$ cat src/rtl/montador_instrucao.sv
// RV32I instruction assembler: packs decoded fields into a 32-bit word, range-checks
// the immediate and writes it to instruction memory at an auto-incrementing address.
module montador_instrucao #(
   parameter int ADDR_W    = 8,
   parameter int BASE_ADDR = 0
) (
   input  logic              clk,
   input  logic              rst_n,
   input  logic              limpa,
   input  logic              in_valid,
   output logic              in_ready,
   input  logic [2:0]        formato,
   input  logic [6:0]        opcode,
   input  logic [4:0]        rd,
   input  logic [4:0]        rs1,
   input  logic [4:0]        rs2,
   input  logic [2:0]        funct3,
   input  logic [6:0]        funct7,
   input  logic [31:0]       imm,
   output logic              mem_we,
   output logic [ADDR_W-1:0] mem_addr,
   output logic [31:0]       mem_wdata,
   input  logic              mem_ack,
   output logic              erro,
   output logic [ADDR_W:0]   n_escritas
);

   // Handshake: a bundle transfers on a rising edge where in_valid && in_ready;
   // a write completes on a rising edge where mem_we && mem_ack.
   typedef enum logic [1:0] {OCIOSO, ESCREVE, ERRO} estado_t;

   localparam logic [ADDR_W-1:0] BASE    = ADDR_W'(BASE_ADDR);
   localparam logic [ADDR_W:0]   CNT_MAX = '1;
   localparam logic signed [31:0] LIM12_MIN = -32'sd2048;
   localparam logic signed [31:0] LIM12_MAX = 32'sd2047;
   localparam logic signed [31:0] LIMB_MIN  = -32'sd4096;
   localparam logic signed [31:0] LIMB_MAX  = 32'sd4094;
   localparam logic signed [31:0] LIMJ_MIN  = -32'sd1048576;
   localparam logic signed [31:0] LIMJ_MAX  = 32'sd1048574;

   estado_t            estado, prox_estado;
   logic [31:0]        palavra;
   logic               valido;
   logic signed [31:0] imm_s;

   assign imm_s = imm;

   always_comb begin
      palavra = '0;
      valido  = 1'b0;
      case (formato)
         3'd0: begin
            palavra = {funct7, rs2, rs1, funct3, rd, opcode};
            valido  = 1'b1;
         end
         3'd1: begin
            palavra = {imm[11:0], rs1, funct3, rd, opcode};
            valido  = (imm_s >= LIM12_MIN) && (imm_s <= LIM12_MAX);
         end
         3'd2: begin
            palavra = {imm[11:5], rs2, rs1, funct3, imm[4:0], opcode};
            valido  = (imm_s >= LIM12_MIN) && (imm_s <= LIM12_MAX);
         end
         3'd3: begin
            palavra = {imm[12], imm[10:5], rs2, rs1, funct3, imm[4:1], imm[11], opcode};
            valido  = (imm_s >= LIMB_MIN) && (imm_s <= LIMB_MAX) && !imm[0];
         end
         3'd4: begin
            palavra = {imm[31:12], rd, opcode};
            valido  = (imm[11:0] == 12'd0);
         end
         3'd5: begin
            palavra = {imm[20], imm[10:1], imm[11], imm[19:12], rd, opcode};
            valido  = (imm_s >= LIMJ_MIN) && (imm_s <= LIMJ_MAX) && !imm[0];
         end
         default: begin
            palavra = '0;
            valido  = 1'b0;
         end
      endcase
   end

   always_comb begin
      prox_estado = estado;
      case (estado)
         OCIOSO:  if (in_valid) prox_estado = valido ? ESCREVE : ERRO;
         ESCREVE: if (mem_ack) prox_estado = OCIOSO;
         ERRO:    prox_estado = OCIOSO;
         default: prox_estado = OCIOSO;
      endcase
      // limpa overrides any accept or pending write
      if (limpa) prox_estado = OCIOSO;
   end

   always_ff @(posedge clk or negedge rst_n) begin
      if (!rst_n) estado <= OCIOSO;
      else        estado <= prox_estado;
   end

   assign in_ready = (estado == OCIOSO);
   assign mem_we   = (estado == ESCREVE);
   assign erro     = (estado == ERRO);

   always_ff @(posedge clk or negedge rst_n) begin
      if (!rst_n) begin
         mem_addr   <= BASE;
         mem_wdata  <= '0;
         n_escritas <= '0;
      end else if (limpa) begin
         mem_addr   <= BASE;
         n_escritas <= '0;
      end else begin
         if (estado == OCIOSO && in_valid && valido) mem_wdata <= palavra;
         if (estado == ESCREVE && mem_ack) begin
            mem_addr <= mem_addr + 1'b1;
            if (n_escritas != CNT_MAX) n_escritas <= n_escritas + 1'b1;
         end
      end
   end

endmodule

$ cat config.mk
export PLATFORM = sky130hd
export DESIGN_NAME = montador_instrucao
export DESIGN_NICKNAME = d
export VERILOG_FILES = /design/src/rtl/montador_instrucao.sv
export SDC_FILE = /design/constraint.sdc
export NUM_CORES = 1
export LEC_CHECK = 0
export ABC_CLOCK_PERIOD_IN_PS = 3200
export CAP_MARGIN = 20
export CORE_UTILIZATION = 45
export DETAILED_ROUTE_END_ITERATION = 6
export GPL_TIMING_DRIVEN = 0
export PLACE_DENSITY = 0.82
export RECOVER_POWER = 25
export SYNTH_ARGS = -nofsm -noshare
export SYNTH_HDL_FRONTEND = slang
export SYNTH_SLANG_ARGS = --single-unit
$ cat constraint.sdc
create_clock -name clk -period 3.2 [get_ports clk]
set_input_delay 0.48 -clock clk [delete_from_list [all_inputs] [get_ports clk]]
set_output_delay 0.48 -clock clk [all_outputs]
set_load 0.03 [all_outputs]
After elaboration in Yosys (flattened, before gate mapping):

Cells that the tools add are included.

* flip-flop bits (word level): 51
* output and inout port bits: 52
* input port bits: 72
* logic and storage cells: 53

* equal/unequal tests: 10
* $lt $le $gt $ge: 6
* bitwise gates (word level): 1
* add/subtract/negate cells: 2
* multiplexer cells: 12
* reduce and logical (&&, ||, !) cells: 18

Operator list (number)
* $pmux 32 s6: 1
* $ge 32x12->1 const B: 1
* $ge 32x13->1 const B: 1
* $ge 32x21->1 const B: 1
* $le 32x12->1 const B: 1
* $le 32x13->1 const B: 1
* $le 32x21->1 const B: 1
* $mux 9: 3
* $mux 8: 2
* $logic_not 12->1: 1
* $add 9x1->9 const B: 1
* $ne 9x9->1 const B: 1
* $add 8x1->8 const B: 1
* $logic_and 1x1->1: 8
* $mux 2: 4
* $eq 3x2->1 const B: 2
* $eq 3x3->1 const B: 2
* $reduce_and 2->1: 3
* $pmux 1 s5: 1
* $pmux 2 s2: 1
* $reduce_bool 2->1: 2
* $eq 3x1->1 const B: 1
* $logic_not 3->1: 1
* $ne 3x2->1 const B: 1
* 7 further kinds: 7

Depth between registers and ports, before layout:

Gate-level depths: netlist of the first run.

* depth in word-level cells: 8
* gate-level depth with buffers: 8
* gate-level depth less buffers: 8

Least setup slack after synthesis of the first run:

Ideal clock, no wire load.

* kind: reg2reg
* start: register estado[1]
* end: register n_escritas[5]
* cell stages (with the launch flop): 7
* path slack: 1.043 ns
* buffers on the path: 0
* period minus slack after synthesis: 2.157 ns
* setup time: 0.078 ns
* arrival time: 2.079 ns
* required time: 3.122 ns
* cells stage by stage: dfrtp_1 nor2b_1 nand2_1 nor2_2 o2111ai_1 or3_1 a21oi_1

* word-level cells in the longest chain between the ends: 4

Ends and longest elaborated chain
* start, declared: RTL line 41 `estado_t estado, prox_estado;`
* start signal, assigned: RTL line 97 `else estado <= prox_estado;`
* $eq 2x1->1
* via mem_we: RTL line 20 `output logic mem_we,`
* $logic_and 1x1->1: RTL line 114 `if (estado == ESCREVE && mem_ack) begin`
* $reduce_bool 2->1 (no source line)
* $reduce_and 2->1 (no source line)
* end signal, assigned: RTL line 116 `if (n_escritas != CNT_MAX) n_escritas <= n_escritas + 1'b1;`
* end, declared: RTL line 25 `output logic [ADDR_W:0] n_escritas`

The timed path passes the listed nets, and every way through them passes these cells.
A chain may end at the register's enable or synchronous reset.

Worst setup path in the final report of the first run:

* start: input imm[20]
* end: register mem_wdata[19]

* word-level cells in the longest chain between the ends: 6
* elaborated cells on any way between the ends: 14
* classes of those cells: order compare: 6; mux: 1; reduce/logical: 7

Ends and longest elaborated chain
* start, declared: RTL line 19 `input logic [31:0] imm,`
* $ge 32x21->1 (tied with other cells): RTL line 74 `valido = (imm_s >= LIMJ_MIN) && (imm_s <= LIMJ_MAX) && !imm[0];`
* $logic_and 1x1->1, on equally long branches (2 in a row): RTL line 74, 66
* $pmux 1 s5 (*): RTL line 51 `case (formato)`
* $logic_and 1x1->1 (*): RTL line 113 `if (estado == OCIOSO && in_valid && valido) mem_wdata <= palavra;`
* $reduce_and 2->1 (no source line) (*)
* end signal, assigned: RTL line 113
* end, declared: RTL line 22 `output logic [31:0] mem_wdata,`

Mark *: on every way between the ends. The rest lies on a longest branch, timed or not.

==> results of run 1 <==
==> layer usage <==
metal  share of wire [%]  routed length [um]  vias up
li1                    -                   -     1289
met1                  39                3250     1317
met2                  47                3920      159
met3                  12                 955       19
met4                 1.8                 153        0
met5                   0                   0        -
==> through the flow <==
stage	cell area, um2	worst slack (ns)	hold WS [ns]	util [%]	instances
6_report	4190	0.558	0.217	70.7	476
5_1_grt	4190	0.311	0.268	70.7	476
4_1_cts	4190	0.593	0.0726	70.8	476
3_5_place_dp	4110	0.267	0.405	69.4	468
3_3_place_gp	4090	0.0717	0.466	69.1	467
2_1_floorplan	2780	1.04	0.184	-	270
==> cells by family after synthesis <==
group	synth area share, %
AO/OA/AOI/OAI	17.8
XOR/XNOR	3.79
adder cells (fa/ha/maj)	1.35
buffers and inverters	3.11
flip-flops	46.0
multiplexers	11.7
AND/OR/NAND/NOR	16.3
==> final cells by class <==
| cell class | instances | area, um2 |
|---|---|---|
| plain buffers | 14 | 71.3 |
| well taps | 75 | 93.8 |
| flip-flops and latches | 51 | 1280 |
| multi-input cells | 201 | 1410 |
| clock inverters | 3 | 18.8 |
| fillers | 469 | 1740 |
| clock buffers | 5 | 68.8 |
| repair buffers | 123 | 1230 |
| inverters | 4 | 15.0 |
==> cell usage after synthesis <==
library cell	instances
dfrtp_1	51
and2_1	1
nand3_1	10
o21ai_0	12
clkbuf_1	11
nand4b_1	1
mux2_1	20
nor2_1	23
mux2_2	8
nor3_1	3
inv_1	4
nor4_1	6
buf_6	2
mux2i_1	1
nor2b_1	3
and4_1	1
nand3b_1	1
a221oi_1	9
nand4_1	11
o2111ai_1	1
a2bb2oi_1	10
xnor2_1	2
a21o_1	1
or3_1	2
o2bb2a_2	1
and4bb_2	1
and3_1	2
nand2_1	20
o22ai_1	8
nor4_2	2
nor2_2	1
xor2_1	10
buf_4	1
a31oi_1	1
a21oi_1	8
ha_1	3
a21oi_4	1
a22oi_1	17
==> sequential cells by signal, summed over array words and instances, names as in the netlist <==
signal / cells
mem_wdata: 32
estado: 2
n_escritas: 9
mem_addr: 8
==> cell usage in the layout, fill, tap and decap left out, types with 4 or more instances in the layout <==
cell             Yosys  final
o21ai_0             12     12
nand2_1             20     20
a221oi_1             9      9
inv_1                4      4
a21oi_1              8      8
dfrtp_1             51     51
a2bb2oi_1           10     10
nand3_1             10     10
clkbuf_1            11     12
nand4_1             11     11
xor2_1              10     10
mux2_2               8      8
o22ai_1              8      8
mux2_1              20     20
clkbuf_8             0      5
clkdlybuf4s50_1      0    121
a22oi_1             17     17
nor4_1               6      6
nor2_1              23     23
==> power by group through the flow <==
stage	combinational, W	clock, W	sequential [W]
floorplan	0.000166	0	0.00107
global placement	0.000813	0	0.000829
detailed placement	0.000823	0	0.000837
CTS	0.000826	0.000385	0.000824
global route	0.000860	0.000416	0.000840
finish	0.000818	0.000376	0.000825
==> worst paths after layout <==
kind,start,to,slack [ns],depth (start not counted)
max,imm[20],mem_wdata[19]$_DFFE_PN0P_,0.56,8
min,rst_n,mem_wdata[10]$_DFFE_PN0P_,0.22,1
max reg2reg,n_escritas[0]$_DFFE_PN0P_,n_escritas[7]$_DFFE_PN0P_,1.03,8
min reg2reg,mem_wdata[27]$_DFFE_PN0P_,mem_wdata[27]$_DFFE_PN0P_,0.49,1
max in group asynchronous,rst_n,mem_wdata[6]$_DFFE_PN0P_,0.82,2
min in group clk,mem_wdata[27]$_DFFE_PN0P_,mem_wdata[27]$_DFFE_PN0P_,0.49,1
==> results.sh, run 1 <==
export IMPL_status="finished, violations left"
export IMPL_failed_checks="capacitance limit, slew limit"
export IMPL_ys_top_cells_by_area="dfrtp_1 (46%), mux2_1 (8.1%), a22oi_1 (4.6%)"
export IMPL_cts_root_buf="clkbuf_8"
export IMPL_drt_iter0_drc=210
export IMPL_syn_nets=345
export IMPL_synthCells=270
export IMPL_cpPeakStageDelay_ns=0.50
export IMPL_syn_area_um2=2780
export IMPL_synth_warnings=0
export IMPL_total_power_w=0.00202
export IMPL_slew_viol_final=40
export IMPL_fp_coreArea_um2=5920
export IMPL_area_delta_synth_final_pct=50.7
export IMPL_synth_avg_cell_area_um2=10.3
export IMPL_finalSetupTns_ns=0
export IMPL_grt_util_met3_pct=7.16
export IMPL_ys_seq_area_share_pct=46.0
export IMPL_drc=0
export IMPL_cp_cell_sequence="clkdlybuf4s50_1 > nor4_1 > nand3_1 > o2bb2a_2 > a2bb2oi_1 > a21oi_4 > buf_6 > mux2_1"
export IMPL_insertion_delay_ns=0.30
export IMPL_slowest_stage="clkdlybuf4s50_1"
export IMPL_grt_overflow=0
export IMPL_clk_pin_slew_ns=0.10
export IMPL_leakagePower_nw=1.69
export IMPL_fin_skew_ns=0.00739
export IMPL_fin_crit_sh_pct=82.6
export IMPL_rows=28
export IMPL_place_gp_congestion=0.915
export IMPL_die_h_um=80.6
export IMPL_ctsHoldBuffers=0
export IMPL_worstMarginPinSlew_ns=1.70
export IMPL_wire_per_inst_um=17.4
export IMPL_vdd_drop_max_uv=327
export IMPL_cp_top_family="compound AO/OA/AOI/OAI gates"
export IMPL_cts_num_sinks=51
export IMPL_antenna_found_initial=0
export IMPL_dieArea_um2=6490
export IMPL_cts_tree="yes"
export IMPL_synth_cell_type_count=38
export IMPL_rsz0062_at_grt="false"
export IMPL_layout_nets=475
export IMPL_drive_above_1_share_pct=6.23
export IMPL_cp_max_fo=10
export IMPL_diodes=0
export IMPL_crit_required_ns=3.39
export IMPL_start_util_pct=46.9
export IMPL_yosysTopAreaCellShare_pct=46.0
export IMPL_ctsLongestPathBuffers=2
export IMPL_busiest_layer="met2"
export IMPL_drt_pass1_iterations=5
export IMPL_grt_max_degree=40
export IMPL_cellPowerDensity_nw_per_um2=482
export IMPL_post_cts_buffers=0
export IMPL_cts_made_buffers=5
export IMPL_max_slew_margin_pct=-13.1
export IMPL_htree_levels=2
export IMPL_grt_use_met1_pct=31.6
export IMPL_fmax_ghz=0.378
export IMPL_met2_usage_pct=43.6
export IMPL_p_sw_share_pct=35.6
export IMPL_clkPwrFrac_pct=18.6
export IMPL_grt_pass1_wl_um=12900
export IMPL_die_x_um=80.6
export IMPL_critPathKind="in2reg"
export IMPL_yosysTopAreaCell="dfrtp_1"
export IMPL_routed_via_count=2784
export IMPL_ant_nets=0
export IMPL_internal_power_w=0.00130
export IMPL_finalSetupViolations=0
export IMPL_switchingPower_w=0.000719
export IMPL_grt_pass1_vias=2720
export IMPL_hold_path_class="in2async"
export IMPL_pwr_share_comb_pct=40.5
export IMPL_maxCapViolCount=1
export IMPL_post_cts_resize_count=0
export IMPL_path_buf_inv=2
export IMPL_fin_crit_ns=2.64
export IMPL_hold_violations=0
export IMPL_routed_wirelength_um=8280
export IMPL_p_seq_share_pct=40.9
export IMPL_synth_seq_cells=51
export IMPL_grt_use_total_pct=25.8
export IMPL_viasPerCell=5.85
export IMPL_cp_start_kind="input port"
export IMPL_dp_hpwl_um=6380
export IMPL_cp_end_kind="register"
export IMPL_boundaryPins=124
export IMPL_portBuffers=122
export IMPL_arrival_ns=2.83
Note: power is estimated with default switching activity, not from simulation.
==> inputs of run 2 (changes only) <==
--- a/config.mk
+++ b/config.mk
@@ -5,12 +5,12 @@
 export SDC_FILE = /design/constraint.sdc
 export NUM_CORES = 1
 export LEC_CHECK = 0
-export ABC_CLOCK_PERIOD_IN_PS = 3200
+export ABC_CLOCK_PERIOD_IN_PS = 2120
 export CAP_MARGIN = 20
-export CORE_UTILIZATION = 45
+export CORE_UTILIZATION = 38
 export DETAILED_ROUTE_END_ITERATION = 6
 export GPL_TIMING_DRIVEN = 0
-export PLACE_DENSITY = 0.82
+export PLACE_DENSITY = 0.74
 export RECOVER_POWER = 25
 export SYNTH_ARGS = -nofsm -noshare
 export SYNTH_HDL_FRONTEND = slang
==> constraint.sdc (replaced) <==
create_clock -name clk -period 2.12 [get_ports clk]
set_input_delay 0.318 -clock clk [delete_from_list [all_inputs] [get_ports clk]]
set_output_delay 0.318 -clock clk [all_outputs]
set_load 0.03 [all_outputs]
==> results.sh, run 2 (synthesis results as in run 1) <==
export IMPL_die_h_um=87.5
export IMPL_die_x_um=87.5
export IMPL_insertion_delay_ns=0.31
export IMPL_cts_made_buffers=5
export IMPL_cellPowerDensity_nw_per_um2=704
export IMPL_cp_cell_sequence="clkdlybuf4s15_1 > nand4_1 > nor3_2 > o2bb2a_4 > a2bb2oi_2 > a21oi_4 > buf_6 > buf_16 > mux2_1"
export IMPL_timing_rr_start="n_escritas[0]$_DFFE_PN0P_"
export IMPL_finalSetupTns_ns=0
export IMPL_max_slew_margin_pct=17.2
export IMPL_cts_tree="yes"
export IMPL_hold_violations=0
export IMPL_slew_viol_final=0
export IMPL_cpPeakStageDelay_ns=0.31
export IMPL_clk_pin_slew_ns=0.09
export IMPL_viasPerCell=5.72
export IMPL_portBuffers=122
export IMPL_drt_iter0_drc=147
export IMPL_place_gp_congestion=0.947
export IMPL_dieArea_um2=7650
export IMPL_critPathLaunch="imm[12]"
export IMPL_largest_reg_flops=32
export IMPL_stdcell_count=507
export IMPL_grt_pass1_vias=2865
export IMPL_design_area_um2=4410
export IMPL_fin_crit_sh_pct=96.8
export IMPL_crit_required_ns=2.31
export IMPL_htree_levels=2
export IMPL_fmax_ghz=0.487
export IMPL_path_buf_inv=3
export IMPL_drc=0
export IMPL_leakagePower_nw=1.89
export IMPL_fin_crit_ns=2.05
export IMPL_wire_per_inst_um=17.9
export IMPL_critPathKind="in2reg"
export IMPL_routed_via_count=2901
export IMPL_reg2reg_slack_ns=0.13
export IMPL_fin_skew_ns=0.00950
export IMPL_drt_pass1_iterations=4
export IMPL_finalWorstSetupSlack_ns=0.0685
export IMPL_rows=30
export IMPL_cp_max_fo=6
export IMPL_cp_end_kind="register"
export IMPL_drive_above_1_share_pct=16.5
export IMPL_arrival_ns=2.24
export IMPL_mostFrequentLayoutCells="clkdlybuf4s50_1 (88), dfrtp_1 (51), nor2_1 (23)"
export IMPL_grt_max_degree=31
export IMPL_grt_pass1_wl_um=14000
export IMPL_grt_overflow=0
export IMPL_worstMarginPinSlew_ns=1.24
export IMPL_place_ws_ns=-0.651
export IMPL_area_delta_synth_final_pct=58.8
export IMPL_cts_root_buf="clkbuf_8"
export IMPL_dp_hpwl_um=6690
export IMPL_slowest_stage="mux2_1"
export IMPL_worst_r2r_cell_count=8
export IMPL_placed_cells=489
export IMPL_vdd_drop_max_uv=406
export IMPL_boundaryPins=124
export IMPL_total_power_w=0.00310
export IMPL_hold_path_class="in2async"
export IMPL_top_register="mem_wdata"
export IMPL_fp_coreArea_um2=6910
export IMPL_maxCapViolCount=0
export IMPL_routed_wirelength_um=9060
export IMPL_grt_use_total_pct=24.0
export IMPL_cp_start_kind="input port"
export IMPL_ant_nets=0
export IMPL_placed_cell_area_um2=4140
export IMPL_crit_end="mem_wdata[29]$_DFFE_PN0P_"
export IMPL_cts_num_sinks=51
export IMPL_status="completed"
export IMPL_num_fill_cells=596
export IMPL_biggestRegsByFlops="mem_wdata (32), n_escritas (9), mem_addr (8)"
export IMPL_antenna_found_initial=0
export IMPL_ctsLongestPathBuffers=2
export IMPL_cp_depth=9
export IMPL_diodes=0
export IMPL_layout_nets=485
export IMPL_final_common_cell="clkdlybuf4s50_1"
export IMPL_finalSetupViolations=0
export IMPL_start_util_pct=40.2
export IMPL_cp_top_family="compound AO/OA/AOI/OAI gates"
export IMPL_reg2reg_to="n_escritas[7]$_DFFE_PN0P_"
## run 2: cell types whose count changed in the layout (fill, tap and decap cells not counted), sizes merged
cell / delta
clkdlybuf4s15: +5
dlymetal6s4s: -1
clkinv: -1
dlygate4sd2: +5
dlymetal6s2s: +10
clkdlybuf4s50: -33
buf: +11
inv: -1
clkbuf: +15
## run 2: cell type report
type                            count  area, um2  area share (%)
Sequential cell                    51       1280            29.0
Clock buffer                        7       86.3            1.96
Timing Repair Buffer              133       1280            29.0
Clock inverter                      1       8.76           0.199
Tap cell                           96        120            2.72
Multi-Input combinational cell    201       1540            35.0
Inverter                            4       15.0           0.341
Buffer                             14       77.6            1.76
## run 2: power breakdown
group | internal, W | switching [W]
sequential | 0.00115 | 0.0000964
combinational | 0.000575 | 0.000679
clock | 0.000268 | 0.000332
total | 0.00200 | 0.00111
## run 2: routing by layer
layer | share of wire, % | vias to the layer above | GRT usage, %
li1 | - | 1307 | -
met1 | 42 | 1406 | 29.5
met2 | 46 | 164 | 40.4
met3 | 9.7 | 24 | 6.45
met4 | 2.0 | 0 | 8.49
met5 | 0 | - | 0
## run 2: repair_timing
item,in CTS,in global routing
gates resized for setup,47,49
hold buffers,0,0
setup endpoints to repair,35,29
pin swaps,12,16
gates cloned,2,0
setup buffers,5,3
## run 2: per-stage QoR
stage               utilization (%)  hold WS [ns]
finish                         63.8         0.244
global route                   63.8         0.351
CTS                            63.3       0.00578
detailed placement             59.9         0.335
global placement               59.7         0.469
floorplan                         -        0.0224
## run 2: worst min path at each step
| stage | endpoint | slack, ns | cells after the start | startpoint |
|---|---|---|---|---|
| floorplan | estado[0]$_DFFE_PN0P_ | 0.02 | 0 | rst_n |
| global placement | mem_wdata[3]$_DFFE_PN0P_ | 0.47 | 1 | mem_wdata[3]$_DFFE_PN0P_ |
| detailed placement | mem_wdata[11]$_DFFE_PN0P_ | 0.34 | 1 | rst_n |
| CTS | mem_wdata[11]$_DFFE_PN0P_ | 0.006 | 1 | rst_n |
| global route | mem_wdata[11]$_DFFE_PN0P_ | 0.35 | 1 | rst_n |
| finish | mem_wdata[11]$_DFFE_PN0P_ | 0.24 | 1 | rst_n |
==> inputs of run 3 (changes only) <==
--- a/config.mk
+++ b/config.mk
@@ -10,6 +10,7 @@
 export CORE_UTILIZATION = 38
 export DETAILED_ROUTE_END_ITERATION = 6
 export GPL_TIMING_DRIVEN = 0
+export HOLD_SLACK_MARGIN = 0.12
 export PLACE_DENSITY = 0.74
 export RECOVER_POWER = 25
 export SYNTH_ARGS = -nofsm -noshare
==> results.sh, run 3 (synthesis results as in run 1) <==
export IMPL_area_delta_synth_final_pct=59.7
export IMPL_grt_overflow=0
export IMPL_worstMarginPinSlew_ns=1.34
export IMPL_leakagePower_nw=1.90
export IMPL_cts_root_buf="clkbuf_8"
export IMPL_cts_made_buffers=5
export IMPL_htree_levels=2
export IMPL_clk_pin_slew_ns=0.10
export IMPL_cp_max_fo=6
export IMPL_mostFrequentLayoutCells="clkdlybuf4s50_1 (88), dfrtp_1 (51), nor2_1 (23)"
export IMPL_boundaryPins=124
export IMPL_final_common_cell="clkdlybuf4s50_1"
export IMPL_fmax_ghz=0.486
export IMPL_fin_crit_sh_pct=97.1
export IMPL_biggestRegsByFlops="mem_wdata (32), n_escritas (9), mem_addr (8)"
export IMPL_finalSetupTns_ns=0
export IMPL_slew_viol_final=0
export IMPL_largest_reg_flops=32
export IMPL_wire_per_inst_um=17.8
export IMPL_place_gp_congestion=0.947
export IMPL_top_register="mem_wdata"
export IMPL_whs_ns=0.410
export IMPL_routed_via_count=2862
export IMPL_status="completed"
export IMPL_ant_nets=0
export IMPL_fin_skew_ns=0.00857
export IMPL_layout_nets=486
export IMPL_antenna_found_initial=0
export IMPL_num_fill_cells=594
export IMPL_placed_cells=489
export IMPL_critPathKind="in2reg"
export IMPL_drc=0
export IMPL_drive_above_1_share_pct=16.5
export IMPL_place_ws_ns=-0.651
export IMPL_die_x_um=87.5
export IMPL_vdd_drop_max_uv=405
export IMPL_dieArea_um2=7650
export IMPL_grt_pass1_vias=2865
export IMPL_grt_max_degree=31
export IMPL_finalWorstSetupSlack_ns=0.0607
export IMPL_drt_pass1_iterations=5
export IMPL_die_h_um=87.5
export IMPL_portBuffers=122
export IMPL_max_slew_margin_pct=10.6
export IMPL_maxCapViolCount=0
export IMPL_stdcell_count=508
export IMPL_cts_tree="yes"
export IMPL_cp_end_kind="register"
export IMPL_hold_path_class="in2reg"
export IMPL_ctsLongestPathBuffers=2
export IMPL_cellPowerDensity_nw_per_um2=700
export IMPL_dp_hpwl_um=6690
export IMPL_fin_crit_ns=2.06
export IMPL_cts_num_sinks=51
export IMPL_hold_violations=0
export IMPL_grt_pass1_wl_um=14000
export IMPL_crit_required_ns=2.31
export IMPL_diodes=0
export IMPL_fp_coreArea_um2=6910
export IMPL_cp_start_kind="input port"
export IMPL_drt_iter0_drc=145
export IMPL_insertion_delay_ns=0.31
export IMPL_finalSetupViolations=0
export IMPL_grt_use_total_pct=24.0
export IMPL_viasPerCell=5.63
export IMPL_routed_wirelength_um=9020
export IMPL_rows=30
export IMPL_arrival_ns=2.25
export IMPL_start_util_pct=40.2
-- run 3: cell types whose count changed in the layout (fill, tap and decap cells not counted), sizes merged --
cell / before / now
buf: 14 / 15
clkbuf: 32 / 31
dlygate4sd3: 0 / 1
-- run 3: cell type report --
class | instances | area (um2) | area share, %
clock buffers | 7 | 86.3 | 1.95
multi-input cells | 201 | 1540 | 34.8
clock inverters | 1 | 8.76 | 0.198
repair buffers | 134 | 1310 | 29.4
well taps | 96 | 120 | 2.71
inverters | 4 | 15.0 | 0.339
plain buffers | 14 | 77.6 | 1.75
flip-flops and latches | 51 | 1280 | 28.8
-- run 3: metal layers --
metal	track usage, %	share of wire, %
met1	29.5	41
met2	40.4	47
met3	6.45	10
met4	8.49	2.0
met5	0	0
-- run 3: worst paths after layout --
| kind | start | end | slack, ns | cells past startpoint |
|---|---|---|---|---|
| worst max-delay path | imm[12] | mem_wdata[29]$_DFFE_PN0P_ | 0.06 | 9 |
| worst min-delay path | imm[14] | mem_wdata[14]$_DFFE_PN0P_ | 0.41 | 3 |
| worst max register to register | n_escritas[0]$_DFFE_PN0P_ | n_escritas[7]$_DFFE_PN0P_ | 0.13 | 8 |
| worst min register to register | mem_wdata[31]$_DFFE_PN0P_ | mem_wdata[31]$_DFFE_PN0P_ | 0.49 | 1 |
| max in group asynchronous | rst_n | mem_wdata[21]$_DFFE_PN0P_ | 0.49 | 2 |
| min in group asynchronous | rst_n | mem_wdata[11]$_DFFE_PN0P_ | 0.83 | 2 |
-- run 3: timing repair --
item                                   4_1_cts  5_1_grt
pin swaps                                   12       16
resized for setup                           47       49
hold buffers                                 1        0
endpoints found under the hold margin       21        0
cloned                                       2        0
setup endpoints to repair                   35       29
setup buffers                                5        3
-- run 3: worst max-delay path, stage by stage --
cell             delay [ns]
clkdlybuf4s15_1        0.27
nand4_1                0.17
nor3_2                 0.26
o2bb2a_4               0.19
a2bb2oi_2              0.17
a21oi_4                0.28
buf_6                  0.16
buf_16                 0.11
mux2_1                 0.31
-- run 3: stage by stage --
stage / instance area (um2) / util [%] / total power, W
after floorplan: 2780 / - / 0.00187
after global placement: 4120 / 59.7 / 0.00249
after detailed placement: 4140 / 59.9 / 0.00251
after CTS: 4380 / 63.4 / 0.00312
after global routing: 4430 / 64.2 / 0.00324
final: 4430 / 64.2 / 0.00311
-- run 3: where the power goes --
group	internal, W	switching [W]
combinational	0.000579	0.000679
sequential	0.00115	0.0000960
clock	0.000268	0.000331
total	0.00200	0.00111
